`config.mk`:
```
export PLATFORM = sky130hd
export DESIGN_NAME = btn_conditioner_flat
export DESIGN_NICKNAME = d
export VERILOG_FILES = /design/src/rtl/btn_pkg.sv /design/src/rtl/btn_conditioner_if.sv /design/src/rtl/btn_debounce.sv /design/src/rtl/btn_conditioner.sv /design/src/flat_wrapper.sv
export SDC_FILE = /design/constraint.sdc
export NUM_CORES = 1
export LEC_CHECK = 0
export CORE_UTILIZATION = 54
export CTS_CLUSTER_DIAMETER = 60
export DETAILED_ROUTE_END_ITERATION = 8
export PLACE_DENSITY = 0.77
export SYNTH_ARGS = -nofsm -noshare
export SYNTH_HDL_FRONTEND = slang
export SYNTH_SLANG_ARGS = --single-unit
```
`constraint.sdc`:
```
create_clock -name clk -period 3 [get_ports clk]
set_input_delay 0.6 -clock clk [delete_from_list [all_inputs] [get_ports clk]]
set_output_delay 0.6 -clock clk [all_outputs]
set_load 0.005 [all_outputs]
```
`src/rtl/btn_pkg.sv`:
```
// -----------------------------------------------------------------------------
// btn_pkg
// Shared constants for the button front-end: clock rate, default debounce and
// hold times, the helper that turns milliseconds into clock cycles, and the
// channel indices used by btn_conditioner.
// -----------------------------------------------------------------------------
package btn_pkg;

    localparam int unsigned CLK_HZ      = 100_000_000;
    localparam int unsigned DEBOUNCE_MS = 20;
    localparam int unsigned HOLD_MS     = 1000;

    // Channel indices into the per-channel vectors of the conditioner.
    localparam int unsigned BTN_START  = 0;
    localparam int unsigned BTN_MODE   = 1;
    localparam int unsigned BTN_RETURN = 2;
    localparam int unsigned NUM_BTN    = 3;

    // Milliseconds to clock cycles at CLK_HZ.
    function automatic int unsigned cyc_from_ms(input int unsigned ms);
        return (CLK_HZ / 1000) * ms;
    endfunction

endpackage

```
`src/rtl/btn_conditioner_if.sv`:
```
// -----------------------------------------------------------------------------
// btn_conditioner_if
// Bundles the raw pad inputs and the conditioned outputs of btn_conditioner.
//   btn_start_raw, sw_mode_raw, btn_return_raw : raw asynchronous pads
//   bt_st        : one-cycle pulse on a debounced start press
//   btn_mode_sel : debounced mode-select level (1 = classic, 0 = infinity)
//   btn_return   : one-cycle pulse on an accepted return press
// Modports:
//   master : board / pad side, drives the raw pads and observes the outputs
//   slave  : the conditioner, reads the pads and drives the outputs
// -----------------------------------------------------------------------------
interface btn_conditioner_if;

    logic btn_start_raw;
    logic sw_mode_raw;
    logic btn_return_raw;
    logic bt_st;
    logic btn_mode_sel;
    logic btn_return;

    modport master (
        output btn_start_raw, sw_mode_raw, btn_return_raw,
        input  bt_st, btn_mode_sel, btn_return
    );

    modport slave (
        input  btn_start_raw, sw_mode_raw, btn_return_raw,
        output bt_st, btn_mode_sel, btn_return
    );

endinterface

```
`src/rtl/btn_debounce.sv`:
```
// -----------------------------------------------------------------------------
// btn_debounce
// One button channel: 2-flop synchroniser, debounce counter with stable level,
// and a registered rising-edge detector.
// Ports:
//   clk   : system clock
//   rst_n : asynchronous active-low reset
//   raw   : raw asynchronous pad input
//   level : debounced stable level (accepted 2 + DEBOUNCE_CYC cycles after a
//           clean pad edge)
//   rise  : one-cycle pulse, one cycle after level rises
// -----------------------------------------------------------------------------
module btn_debounce
    import btn_pkg::*;
#(
    parameter int unsigned DEBOUNCE_CYC = cyc_from_ms(DEBOUNCE_MS)
) (
    input  logic clk,
    input  logic rst_n,
    input  logic raw,
    output logic level,
    output logic rise
);

    localparam int unsigned     CNT_W    = $clog2(DEBOUNCE_CYC + 1);
    localparam logic [CNT_W-1:0] CNT_LAST = CNT_W'(DEBOUNCE_CYC - 1);

    logic             sync1;
    logic             sync2;
    logic             q;
    logic             q_d;
    logic [CNT_W-1:0] cnt;

    // NOTE: every register here uses non-blocking assignment so that all flops
    // sample the values from before the edge; with blocking assignment the
    // two synchroniser stages would collapse into one.
    always_ff @(posedge clk or negedge rst_n) begin
        if (!rst_n) begin
            sync1 <= 1'b0;
            sync2 <= 1'b0;
        end else begin
            sync1 <= raw;
            sync2 <= sync1;
        end
    end

    // A level is accepted only after DEBOUNCE_CYC consecutive samples differ
    // from q; any sample equal to q restarts the count, so partial counts
    // never accumulate across bounces. Clearing on accept keeps cnt below
    // DEBOUNCE_CYC, so it cannot wrap.
    always_ff @(posedge clk or negedge rst_n) begin
        if (!rst_n) begin
            q   <= 1'b0;
            cnt <= '0;
        end else if (sync2 == q) begin
            cnt <= '0;
        end else if (cnt == CNT_LAST) begin
            q   <= sync2;
            cnt <= '0;
        end else begin
            cnt <= cnt + 1'b1;
        end
    end

    // Registered press detector: releases and held levels give no pulse.
    always_ff @(posedge clk or negedge rst_n) begin
        if (!rst_n) begin
            q_d  <= 1'b0;
            rise <= 1'b0;
        end else begin
            q_d  <= q;
            rise <= q & ~q_d;
        end
    end

    assign level = q;

endmodule

```
`src/rtl/btn_conditioner.sv`:
```
// -----------------------------------------------------------------------------
// btn_conditioner
// Front-end for the raw board buttons feeding the game mode FSM. Each channel
// is synchronised and debounced by a btn_debounce instance; this level maps
// the channels onto the FSM inputs.
// Ports:
//   clk   : system clock, 100 MHz
//   rst_n : asynchronous active-low reset
//   bus   : btn_conditioner_if.slave (raw pads in; bt_st, btn_mode_sel,
//           btn_return out)
// Configuration:
//   BTN_LONG_RETURN_EN : when defined, btn_return pulses once after the return
//   channel has been held for HOLD_CYC cycles; otherwise btn_return is a plain
//   press pulse like bt_st.
// -----------------------------------------------------------------------------
module btn_conditioner
    import btn_pkg::*;
#(
    parameter int unsigned DEBOUNCE_CYC = cyc_from_ms(DEBOUNCE_MS),
    parameter int unsigned HOLD_CYC     = cyc_from_ms(HOLD_MS)
) (
    input  logic                clk,
    input  logic                rst_n,
    btn_conditioner_if.slave    bus
);

    logic [NUM_BTN-1:0] raw;
    logic [NUM_BTN-1:0] level;
    logic [NUM_BTN-1:0] rise;
    logic               mode_sel_q;
    logic               return_pulse;

    assign raw[BTN_START]  = bus.btn_start_raw;
    assign raw[BTN_MODE]   = bus.sw_mode_raw;
    assign raw[BTN_RETURN] = bus.btn_return_raw;

    for (genvar i = 0; i < NUM_BTN; i++) begin : g_chan
        btn_debounce #(
            .DEBOUNCE_CYC (DEBOUNCE_CYC)
        ) u_debounce (
            .clk   (clk),
            .rst_n (rst_n),
            .raw   (raw[i]),
            .level (level[i]),
            .rise  (rise[i])
        );
    end

    // Mode select is a level; registering it matches the one-cycle lag of the
    // press pulses on the other two channels.
    always_ff @(posedge clk or negedge rst_n) begin
        if (!rst_n) begin
            mode_sel_q <= 1'b0;
        end else begin
            mode_sel_q <= level[BTN_MODE];
        end
    end

`ifdef BTN_LONG_RETURN_EN
    localparam int unsigned      HOLD_W   = $clog2(HOLD_CYC + 1);
    localparam logic [HOLD_W-1:0] HOLD_MAX = HOLD_W'(HOLD_CYC);

    logic [HOLD_W-1:0] hold_cnt;
    logic              long_q;
    logic              unused_chan;

    // hold_cnt parks at HOLD_MAX until release, so a single hold produces
    // exactly one pulse; the pulse fires on the cycle the count reaches it.
    always_ff @(posedge clk or negedge rst_n) begin
        if (!rst_n) begin
            hold_cnt <= '0;
            long_q   <= 1'b0;
        end else begin
            long_q <= level[BTN_RETURN] && (hold_cnt == HOLD_MAX - 1'b1);
            if (!level[BTN_RETURN]) begin
                hold_cnt <= '0;
            end else if (hold_cnt != HOLD_MAX) begin
                hold_cnt <= hold_cnt + 1'b1;
            end
        end
    end

    assign return_pulse = long_q;
    assign unused_chan  = ^{level[BTN_START], rise[BTN_MODE], rise[BTN_RETURN]};
`else
    localparam int unsigned unused_hold_cyc = HOLD_CYC;
    logic unused_chan;

    assign return_pulse = rise[BTN_RETURN];
    assign unused_chan  = ^{level[BTN_START], rise[BTN_MODE], level[BTN_RETURN]};
`endif

    assign bus.bt_st        = rise[BTN_START];
    assign bus.btn_mode_sel = mode_sel_q;
    assign bus.btn_return   = return_pulse;

endmodule
```
`src/flat_wrapper.sv`:
```
// flat-port wrapper written by rule: the top's interface ports become plain ports
module btn_conditioner_flat import btn_pkg::*;
#(
    parameter int unsigned DEBOUNCE_CYC = cyc_from_ms(DEBOUNCE_MS),
    parameter int unsigned HOLD_CYC     = cyc_from_ms(HOLD_MS)
)
  (clk, rst_n, bus_btn_start_raw, bus_sw_mode_raw, bus_btn_return_raw, bus_bt_st, bus_btn_mode_sel, bus_btn_return);
  btn_conditioner_if bus_i ();
  input  logic clk;
  input  logic rst_n;
  input wire logic [$bits(bus_i.btn_start_raw)-1:0] bus_btn_start_raw;
  input wire logic [$bits(bus_i.sw_mode_raw)-1:0] bus_sw_mode_raw;
  input wire logic [$bits(bus_i.btn_return_raw)-1:0] bus_btn_return_raw;
  output wire logic [$bits(bus_i.bt_st)-1:0] bus_bt_st;
  output wire logic [$bits(bus_i.btn_mode_sel)-1:0] bus_btn_mode_sel;
  output wire logic [$bits(bus_i.btn_return)-1:0] bus_btn_return;
  assign bus_i.btn_start_raw = bus_btn_start_raw;
  assign bus_i.sw_mode_raw = bus_sw_mode_raw;
  assign bus_i.btn_return_raw = bus_btn_return_raw;
  assign bus_bt_st = bus_i.bt_st;
  assign bus_btn_mode_sel = bus_i.btn_mode_sel;
  assign bus_btn_return = bus_i.btn_return;
  btn_conditioner #(.DEBOUNCE_CYC(DEBOUNCE_CYC), .HOLD_CYC(HOLD_CYC)) u_core (.clk(clk), .rst_n(rst_n), .bus(bus_i));
endmodule
```
==> key figures, run 1 <==
Floorplan
  – I/O Pins: 8
  – Die Span Y: 83.4 um
  – Die X: ~83 um
  – Core Box Area: around 6400 um2
  – Die ar.: slightly below 7000 um2
  – Num rows: 29
  – Initial Util: 56.0%

STA
  – Setup TNS: 0 ns
  – RSZ-0062 raised after global routing: false
  – Final Cycle Share: about three quarters
  – Slew Viols, Final: 0
  – Fin. Hold Viols: 0
  – Slew margin rel.: between 30% and 40%
  – Period minus WS final: 2.30 ns
  – Fin Hold WS: roughly 0.35 ns
  – Final Setup Violations: 0
  – Peak Freq: 0.435 GHz
  – Least-Margin Pin Slew: ~0.94 ns
  – Worst Skew: about 0.0066 ns
  – Setup WS post-layout: about 0.70 ns

Clock tree
  – Skew-Pair Late Insertion Delay: between 0.3 and 0.4 ns
  – Clock Tree Root: clkbuf_8
  – Clock sinks: 77
  – CTS Buffer Depth: 2
  – Clk slew on worst S/H paths: 0.08 ns
  – Post-CTS resize count: 0
  – Setup Fix Bufs, Post-CTS: 0
  – Hold_buf cts: 0
  – CTS tree: done
  – CTS Buf Count: 9
  – H-tree levels: 3

Finish
  – Layout area overhead: 9.55%
  – Layout Cells excl Fill: 438
  – Most common cell after layout, fill and taps aside: dfrtp_1
  – Most frequent cells in the layout: dfrtp_1 (77), nor2_1 (44), a21oi_1 (21), nand3_1 (20), xor2_1 (20)
  – Final-stage net count: roughly 360
  – Layout cells sized above 1: 7.20%
  – ANT cells: 0
  – Design area: 3920 um2
  – Final core occ: 61.3%

Logic synthesis
  – Ys flop type: dfrtp_1
  – Syn Nets: 354
  – Netlist cell types: 35
  – Synth Area in Adders: 1.05%
  – Synth Area in XOR/XNOR: 9.31%
  – Cell area after synthesis: 3580 um2
  – Largest family of logic cells by synthesized area: simple AND/OR/NAND/NOR gates
  – FF+latch count, synth: 77
  – Post-Synthesis Cells: 346
  – Multiplexer share of the synthesized area: less than 1%
  – Fraction of registers with async set/reset: 100%
  – Compound-Gate Fraction of Synth Area: 8.22%
  – Synth Area in Simple Gates: 24.0%
  – Yosys warnings: 0
  – Avg Cell Area, Syn: 10.3 um2
  – Sequential fraction of the synthesis area: 53.9%
  – EDFF count, synth: 0

Global routing
  – Number of global-route vias before repair: 2494
  – Largest net degree at the start of global routing: just under 80
  – GRT Overall Usage: 20.1%
  – Number of antenna violations at the first check in global routing: 0
  – GRT overflow: 0
  – First-pass GRT wire length: ~11000 um

Power and ir drop
  – Worst VDD drop: 0.431 mV
  – Leakage: around 1.6 nW
  – P per Cell Area: 494 nW/um2
  – Tot Pwr: 1.94 mW

Setup path
  – Critical path class: reg2reg
  – Crit-path max FO: 18
  – Critical Path AT: roughly 2.5 ns
  – CP startpoint kind: register
  – Type of destination of the critical path: register
  – Critical path required time: about 3.2 ns

Route
  – Drt first pass iters: 5
  – Remaining DRCs: 0
  – Antenna-violating nets left: 0
  – Via Count: 2548
  – Vias per cell: 5.82
  – DRT Wirelength: 6320 um
  – Routed wire per std cell: between 10 and 15 um
  – DR iter-0 viols: 102

Placed design
  – Dpl cells: 422
  – Routability congestion estimate: 0.788
  – Pre-CTS WS: 0.730 ns
  – DP Area: 3710 um2
  – Port bufs: 7
  – Hpwl dp: between 4000 and 5000 um

Flow run
  – Max-cap viol count: 0

Min path
  – Min-delay worst type: reg2reg

Run status
  – Status: completed
[Yosys cell counts (2+ instances only)]
cell type | instances | area, um2
a21oi_1 | 21 | 105
and3_1 | 9 | 56.3
and4_1 | 6 | 52.6
buf_2 | 6 | 30.0
clkbuf_1 | 3 | 11.3
dfrtp_1 | 77 | 1930
ha_1 | 3 | 37.5
inv_1 | 14 | 52.6
mux2_2 | 3 | 33.8
nand2_1 | 16 | 60.1
nand3_1 | 20 | 100
nand4_1 | 13 | 81.3
nand4_2 | 2 | 25.0
nor2_1 | 44 | 165
nor2b_1 | 3 | 18.8
nor3_1 | 5 | 25.0
nor4_1 | 4 | 25.0
nor4b_1 | 2 | 17.5
o21ai_0 | 10 | 50.1
o31ai_1 | 11 | 82.6
or3_1 | 10 | 62.6
or4_1 | 14 | 105
or4b_1 | 2 | 20.0
xnor2_1 | 18 | 158
xor2_1 | 20 | 175
[cells by family after synthesis]
family          Yosys count
fa+ha+maj                 3
simple gates            155
xor+xnor                 38
buf+inv                  23
mux                       3
compound gates           47
flops                    77
[report_power, final]
group | switching (mW) | internal, mW | leakage, nW | total, mW
combinational | 0.0431 | 0.0179 | 0.468 | 0.0610
sequential | 0.0123 | 1.05 | 1.05 | 1.06
clock | 0.359 | 0.452 | 0.106 | 0.811
[worst paths after layout]
path                                                              start                                            end  slack, ns  cells past startpoint
max in group asynchronous                                         rst_n   u_core.g_chan[2].u_debounce.cnt[0]$_DFF_PN0_       2.00                      1
min in group asynchronous                                         rst_n  u_core.g_chan[1].u_debounce.cnt[10]$_DFF_PN0_       0.39                      1
max reg2reg                u_core.g_chan[0].u_debounce.cnt[8]$_DFF_PN0_  u_core.g_chan[0].u_debounce.cnt[13]$_DFF_PN0_       0.70                      4
min reg2reg                 u_core.g_chan[1].u_debounce.sync1$_DFF_PN0_    u_core.g_chan[1].u_debounce.sync2$_DFF_PN0_       0.35                      0
max                        u_core.g_chan[0].u_debounce.cnt[8]$_DFF_PN0_  u_core.g_chan[0].u_debounce.cnt[13]$_DFF_PN0_       0.70                      4
min                         u_core.g_chan[1].u_debounce.sync1$_DFF_PN0_    u_core.g_chan[1].u_debounce.sync2$_DFF_PN0_       0.35                      0
[sequential cells by signal (all words and copies together), names as in the netlist]
register	count
u_core.bus.btn_mode_sel	1
u_core.g_chan.u_debounce.cnt	63
u_core.g_chan.u_debounce.level	3
u_core.g_chan.u_debounce.q_d	2
u_core.g_chan.u_debounce.rise	2
u_core.g_chan.u_debounce.sync1	3
u_core.g_chan.u_debounce.sync2	3
[layer usage]
layer	track usage [%]	part of all wire, %
met1	26.3	46
met2	32.7	49
met3	5.67	3.8
met4	5.96	0.97
met5	0	0
[layout make-up]
class / count / area (um2)
Clock buffer: 13 / 169
Clock inverter: 3 / 42.5
Fill cell: 516 / 2470
Inverter: 14 / 52.6
Multi-Input combinational cell: 246 / 1560
Sequential cell: 77 / 1930
Tap cell: 77 / 96.3
Timing Repair Buffer: 8 / 75.1
[worst max-delay path: stages (launching register included)]
cell     delay (ns)
dfrtp_1        0.45
or4b_1         0.52
nor4_1         0.36
a41o_1         0.63
o21ba_2        0.24
(Power assumes the default switching activity.)
==> run 2: changes to the inputs <==
==> constraint.sdc (replaced) <==
create_clock -name clk -period 2.2 [get_ports clk]
set_input_delay 0.44 -clock clk [delete_from_list [all_inputs] [get_ports clk]]
set_output_delay 0.44 -clock clk [all_outputs]
set_load 0.005 [all_outputs]
==> key figures, run 2 (synthesized netlist as in run 1, its figures left out) <==
Route
  – DR iter-0 viols: 103
  – Via Count: 2564
  – DRT Wirelength: 6480 um
  – Remaining DRCs: 0
  – Routed wire per std cell: about 15 um
  – Antenna-violating nets left: 0
  – Drt first pass iters: 4
  – Vias per cell: 5.80

Finish
  – Final-stage net count: about 370
  – Most frequent cells in the layout: dfrtp_1 (77), nor2_1 (44), a21oi_1 (21), nand3_1 (20), xor2_1 (20)
  – Most common cell after layout, fill and taps aside: dfrtp_1
  – Max reg flops: 63
  – Biggest register: u_core.g_chan.u_debounce.cnt
  – Layout area overhead: 10.3%
  – Layout cells sized above 1: 8.77%
  – Layout Cells excl Fill: between 400 and 500
  – ANT cells: 0

Setup path
  – Critical Path Start: u_core.g_chan[0].u_debounce.cnt[9]$_DFF_PN0_
  – Crit-path cells: or4b_1 > nor4_2 > a41o_1 > buf_4 > a21oi_1
  – CP max stage delay: 0.55 ns
  – Critical Path AT: around 2.3 ns
  – Worst reg2reg startpoint: u_core.g_chan[0].u_debounce.cnt[9]$_DFF_PN0_
  – Slowest-stage cell, CP: or4b_1
  – Critical path class: reg2reg
  – Critical path required time: 2.41 ns
  – CP startpoint kind: register
  – Crit-path max FO: 8
  – Type of destination of the critical path: register

STA
  – Least-Margin Pin Slew: 0.519 ns
  – Worst Skew: 0.00733 ns
  – Final Setup Violations: 0
  – Slew Viols, Final: 0
  – Final Cycle Share: 93.8%
  – Fin. Hold Viols: 0
  – Setup TNS: 0 ns
  – Peak Freq: 0.485 GHz
  – Period minus WS final: 2.06 ns
  – RSZ-0062 raised after global routing: false
  – Slew margin rel.: 65.4%

Min path
  – Min-delay worst type: in2async

Flow run
  – Max-cap viol count: 0

Global routing
  – GRT overflow: 0
  – GRT Overall Usage: 20.5%
  – Number of antenna violations at the first check in global routing: 0
  – Number of global-route vias before repair: 2567
  – Largest net degree at the start of global routing: 41
  – First-pass GRT wire length: 11400 um

Clock tree
  – H-tree levels: 3
  – CTS Buffer Depth: 2
  – CTS tree: done
  – Clock Tree Root: clkbuf_8
  – CTS Buf Count: 9
  – Skew-Pair Late Insertion Delay: 0.34 ns
  – Clock sinks: 77
  – Clk slew on worst S/H paths: ~0.080 ns

Power and ir drop
  – Worst VDD drop: around 0.65 mV
  – Switching Share: approximately 23%
  – Flop pwr share: between 50% and 60%
  – Net Sw Power: 0.565 mW
  – P per Cell Area: roughly 630 nW/um2
  – Clk pwr share: about two fifths
  – Internal: a little under 2 mW
  – Leakage: 1.64 nW
  – Gate power share: 3.8%

Floorplan
  – Num rows: 29
  – Core Box Area: approximately 6400 um2
  – Initial Util: 56.0%
  – Die ar.: 6950 um2
  – I/O Pins: 8
  – Die Span Y: 83.4 um
  – Die X: 83.4 um

Run status
  – Status: completed

Placed design
  – Dpl cells: ~430
  – Routability congestion estimate: 0.787
  – Hpwl dp: 4350 um
  – Port bufs: 7
## run 2: cell count changes in the layout (fill, tap and decap cells not counted)
cell | previous run | this run
nor4_2 | 0 | 1
nor4_1 | 4 | 3
buf_12 | 0 | 1
buf_4 | 2 | 6
clkbuf_8 | 12 | 11
clkinv_4 | 0 | 1
bufinv_16 | 1 | 0
or4_4 | 0 | 1
or4_1 | 14 | 13
## run 2: stage by stage
step	hold slack, ns	instance area (um2)	power (mW)	worst slack [ns]	util (%)
finish	0.0742	3940	2.50	0.137	61.7
global route	0.106	3940	2.60	0.0145	61.7
CTS	0.0795	3930	2.53	0.0677	61.6
detailed placement	0.343	3760	1.58	0.0701	58.8
global placement	0.332	3760	1.57	0.147	58.8
floorplan	0.144	3580	1.52	0.211	-
## run 2: area by class of cell
type	instances	area, um2
Fill cell	517	2440
Multi-Input combinational cell	246	1570
Clock buffer	12	155
Inverter	14	52.6
Tap cell	77	96.3
Clock inverter	3	21.3
Sequential cell	77	1930
Timing Repair Buffer	13	125
## run 2: repair_timing
item	4_1_cts	5_1_grt
setup buffers	0	0
resized for setup	0	2
hold buffers	0	0
endpoints found under the setup margin	0	16
hold endpoints to repair	0	0
## run 2: power by group through the flow
stage / sequential (mW) / combinational, mW / clock, mW
final: 1.45 / 0.0940 / 0.951
after global placement: 1.48 / 0.0931 / 0
after detailed placement: 1.48 / 0.0965 / 0
after CTS: 1.45 / 0.0974 / 0.985
after floorplan: 1.47 / 0.0425 / 0
after global routing: 1.45 / 0.109 / 1.04
## run 2: worst paths after layout
path	to	slack, ns	cells after the start
max in group asynchronous	u_core.g_chan[0].u_debounce.cnt[10]$_DFF_PN0_	1.55	2
min in group clk	u_core.g_chan[1].u_debounce.sync2$_DFF_PN0_	0.36	0
hold / removal	u_core.bus.btn_mode_sel$_DFF_PN0_	0.07	1
hold reg to reg	u_core.g_chan[1].u_debounce.sync2$_DFF_PN0_	0.36	0
setup reg to reg	u_core.g_chan[0].u_debounce.cnt[19]$_DFF_PN0_	0.14	5
setup / recovery	u_core.g_chan[0].u_debounce.cnt[19]$_DFF_PN0_	0.14	5
## run 2: critical path, delay by kind of cell (launching register included)
kind / cells / cell delay, ns
and+or+nand+nor: 2 / 0.91
DFF: 1 / 0.42
AOI/OAI and AO/OA: 2 / 0.40
buffers and inverters: 1 / 0.21
## run 2: layer usage
layer	share of wire [%]	GRT usage (%)
met5	0	0
met4	1.7	9.56
met2	50	34.3
met3	2.2	3.38
met1	46	26.2
==> run 3: changes to the inputs <==
--- a/config.mk
+++ b/config.mk
@@ -5,10 +5,13 @@
 export SDC_FILE = /design/constraint.sdc
 export NUM_CORES = 1
 export LEC_CHECK = 0
+export CORE_ASPECT_RATIO = 0.5
 export CORE_UTILIZATION = 54
 export CTS_CLUSTER_DIAMETER = 60
 export DETAILED_ROUTE_END_ITERATION = 8
 export PLACE_DENSITY = 0.77
+export SKIP_CTS_REPAIR_TIMING = 1
 export SYNTH_ARGS = -nofsm -noshare
 export SYNTH_HDL_FRONTEND = slang
+export SYNTH_HIERARCHICAL = 1
 export SYNTH_SLANG_ARGS = --single-unit
==> key figures, run 3 <==
Floorplan
  – Core Box Area: 6310 um2
  – Num rows: 20
  – I/O Pins: 8
  – Die Span Y: between 60 and 70 um
  – Die ar.: 7160 um2
  – Initial Util: 58.3%
  – Die X: 119 um

STA
  – Final Cycle Share: roughly 95%
  – RSZ-0062 raised after global routing: false
  – Least-Margin Pin Slew: 0.532 ns
  – Fin. Hold Viols: 0
  – Period minus WS final: 2.09 ns
  – Setup TNS: 0 ns
  – Worst Skew: slightly above 0.005 ns
  – Slew margin rel.: 64.5%
  – Slew Viols, Final: 0
  – Final Setup Violations: 0
  – Peak Freq: 0.478 GHz

Logic synthesis
  – Avg Cell Area, Syn: 10.3 um2
  – Yosys warnings: 6
  – Cell area after synthesis: 3670 um2
  – Syn Nets: 363
  – Post-Synthesis Cells: 355

Power and ir drop
  – Worst VDD drop: between 0.3 and 0.4 mV
  – P per Cell Area: 718 nW/um2
  – Clk pwr share: 49.0%
  – Leakage: roughly 1.7 nW
  – Gate power share: 3.4%
  – Internal: 2.45 mW
  – Flop pwr share: 47.6%
  – Net Sw Power: between 0.6 and 0.7 mW
  – Switching Share: 19.9%

Global routing
  – GRT Overall Usage: 22.0%
  – First-pass GRT wire length: between 10000 and 15000 um
  – Largest net degree at the start of global routing: 43
  – Number of antenna violations at the first check in global routing: 0
  – GRT overflow: 0
  – Number of global-route vias before repair: around 2700

Finish
  – Biggest register: u_core/g_chan.u_debounce/cnt
  – Layout cells sized above 1: between 10% and 20%
  – Layout area overhead: 15.9%
  – Fillers: 470
  – ANT cells: 0
  – Max reg flops: 63
  – Final-stage net count: 390
  – Most frequent cells in the layout: dfrtp_1 (77), nor2_1 (54), xnor2_1 (30), nand3_1 (24), nand4_1 (21)
  – Most common cell after layout, fill and taps aside: dfrtp_1
  – Layout Cells excl Fill: 475

Setup path
  – Reg2Reg Depth: 5
  – CP startpoint kind: register
  – Critical Path AT: approximately 2.3 ns
  – Worst reg2reg startpoint: u_core/g_chan[2].u_debounce/cnt[0]$_DFF_PN0_
  – Reg-to-reg endpoint: u_core/g_chan[2].u_debounce/level$_DFFE_PN0P_
  – Critical path required time: 2.42 ns
  – Critical path class: reg2reg
  – Type of destination of the critical path: register
  – Crit-path max FO: 5
  – R2r setup slk: about 0.11 ns

Clock tree
  – Clk slew on worst S/H paths: 0.06 ns
  – H-tree levels: 3
  – CTS tree: done
  – Clock Tree Root: clkbuf_16
  – Skew-Pair Late Insertion Delay: 0.33 ns
  – CTS Buf Count: 9
  – Clock sinks: 77
  – CTS Buffer Depth: 2

Route
  – Drt first pass iters: 5
  – DRT Wirelength: 7090 um
  – Antenna-violating nets left: 0
  – DR iter-0 viols: 203
  – Remaining DRCs: 0
  – Routed wire per std cell: 14.9 um
  – Vias per cell: 6.02
  – Via Count: 2861

Placed design
  – Routability congestion estimate: 0.937
  – Port bufs: 7
  – Dpl cells: around 450
  – Hpwl dp: 4730 um

Run status
  – Status: completed

Min path
  – Min-delay worst type: in2async

Flow run
  – Max-cap viol count: 0
==> run 3: cell types whose count changed in the layout (fill, tap and decap cells not counted), sizes merged, moves of 3 or more <==
cell	delta
nand4	+6
nand3	+3
or3	+5
buf	+6
xor2	-5
and3	-9
xnor2	+12
nor2	+10
inv	-5
nor4	+8
nor4b	+4
a21oi	-6
o31ai	-6
==> run 3: worst max-delay path by stage <==
stage / start / end / slack [ns]
detailed placement: u_core/g_chan[2].u_debounce/cnt[0]$_DFF_PN0_ / u_core/g_chan[2].u_debounce/cnt[2]$_DFF_PN0_ / 0.1
global route: u_core/g_chan[1].u_debounce/cnt[0]$_DFF_PN0_ / u_core/g_chan[1].u_debounce/level$_DFFE_PN0P_ / 0.02
CTS: u_core/g_chan[2].u_debounce/cnt[0]$_DFF_PN0_ / u_core/g_chan[2].u_debounce/cnt[2]$_DFF_PN0_ / 0.08
global placement: u_core/g_chan[0].u_debounce/cnt[0]$_DFF_PN0_ / u_core/g_chan[0].u_debounce/level$_DFFE_PN0P_ / 0.17
finish: u_core/g_chan[2].u_debounce/cnt[0]$_DFF_PN0_ / u_core/g_chan[2].u_debounce/level$_DFFE_PN0P_ / 0.11
floorplan: u_core/g_chan[0].u_debounce/cnt[13]$_DFF_PN0_ / u_core/g_chan[0].u_debounce/level$_DFFE_PN0P_ / 0.31
==> run 3: per-layer routing <==
metal | part of all wire (%) | up-vias | GRT usage [%]
met1 | 42 | 1400 | 26.1
met3 | 5.6 | 15 | 6.30
met4 | 1.8 | 0 | 9.58
met2 | 50 | 106 | 39.0
met5 | 0 | - | 0
li1 | - | 1340 | -
==> run 3: cell type report <==
cell class	count	area [um2]	area share (%)
clock buffers	13	270	6.35
clock inverters	3	42.5	0.999
inverters	9	33.8	0.793
multi-input cells	266	1680	39.4
flip-flops and latches	77	1930	45.3
well taps	88	110	2.59
repair buffers	19	195	4.58
==> run 3: metrics by stage <==
stage	cell area, um2	worst slack, ns	power [mW]	hold WS (ns)	util, %
floorplan	3670	0.311	1.53	0.144	-
global placement	3870	0.166	1.57	0.332	61.3
detailed placement	3870	0.0969	1.57	0.336	61.3
CTS	4180	0.0812	3.09	0.102	66.3
global route	4260	0.0202	3.17	0.125	67.5
finish	4260	0.106	3.06	0.0848	67.5
==> run 3: critical path, cell delays in order (launching register included) <==
cell and delay [ns]:
dfrtp_1 0.40, ha_1 0.25, nand4_1 0.20, or4_4 0.61, nor2_1 0.17, mux2_2 0.35
==> run 3: power groups by stage <==
stage	logic, mW	clock network (mW)	registers [mW]
finish	0.105	1.50	1.45
floorplan	0.0491	0	1.48
CTS	0.0953	1.54	1.45
detailed placement	0.0945	0	1.48
global route	0.122	1.59	1.46
global placement	0.0918	0	1.48
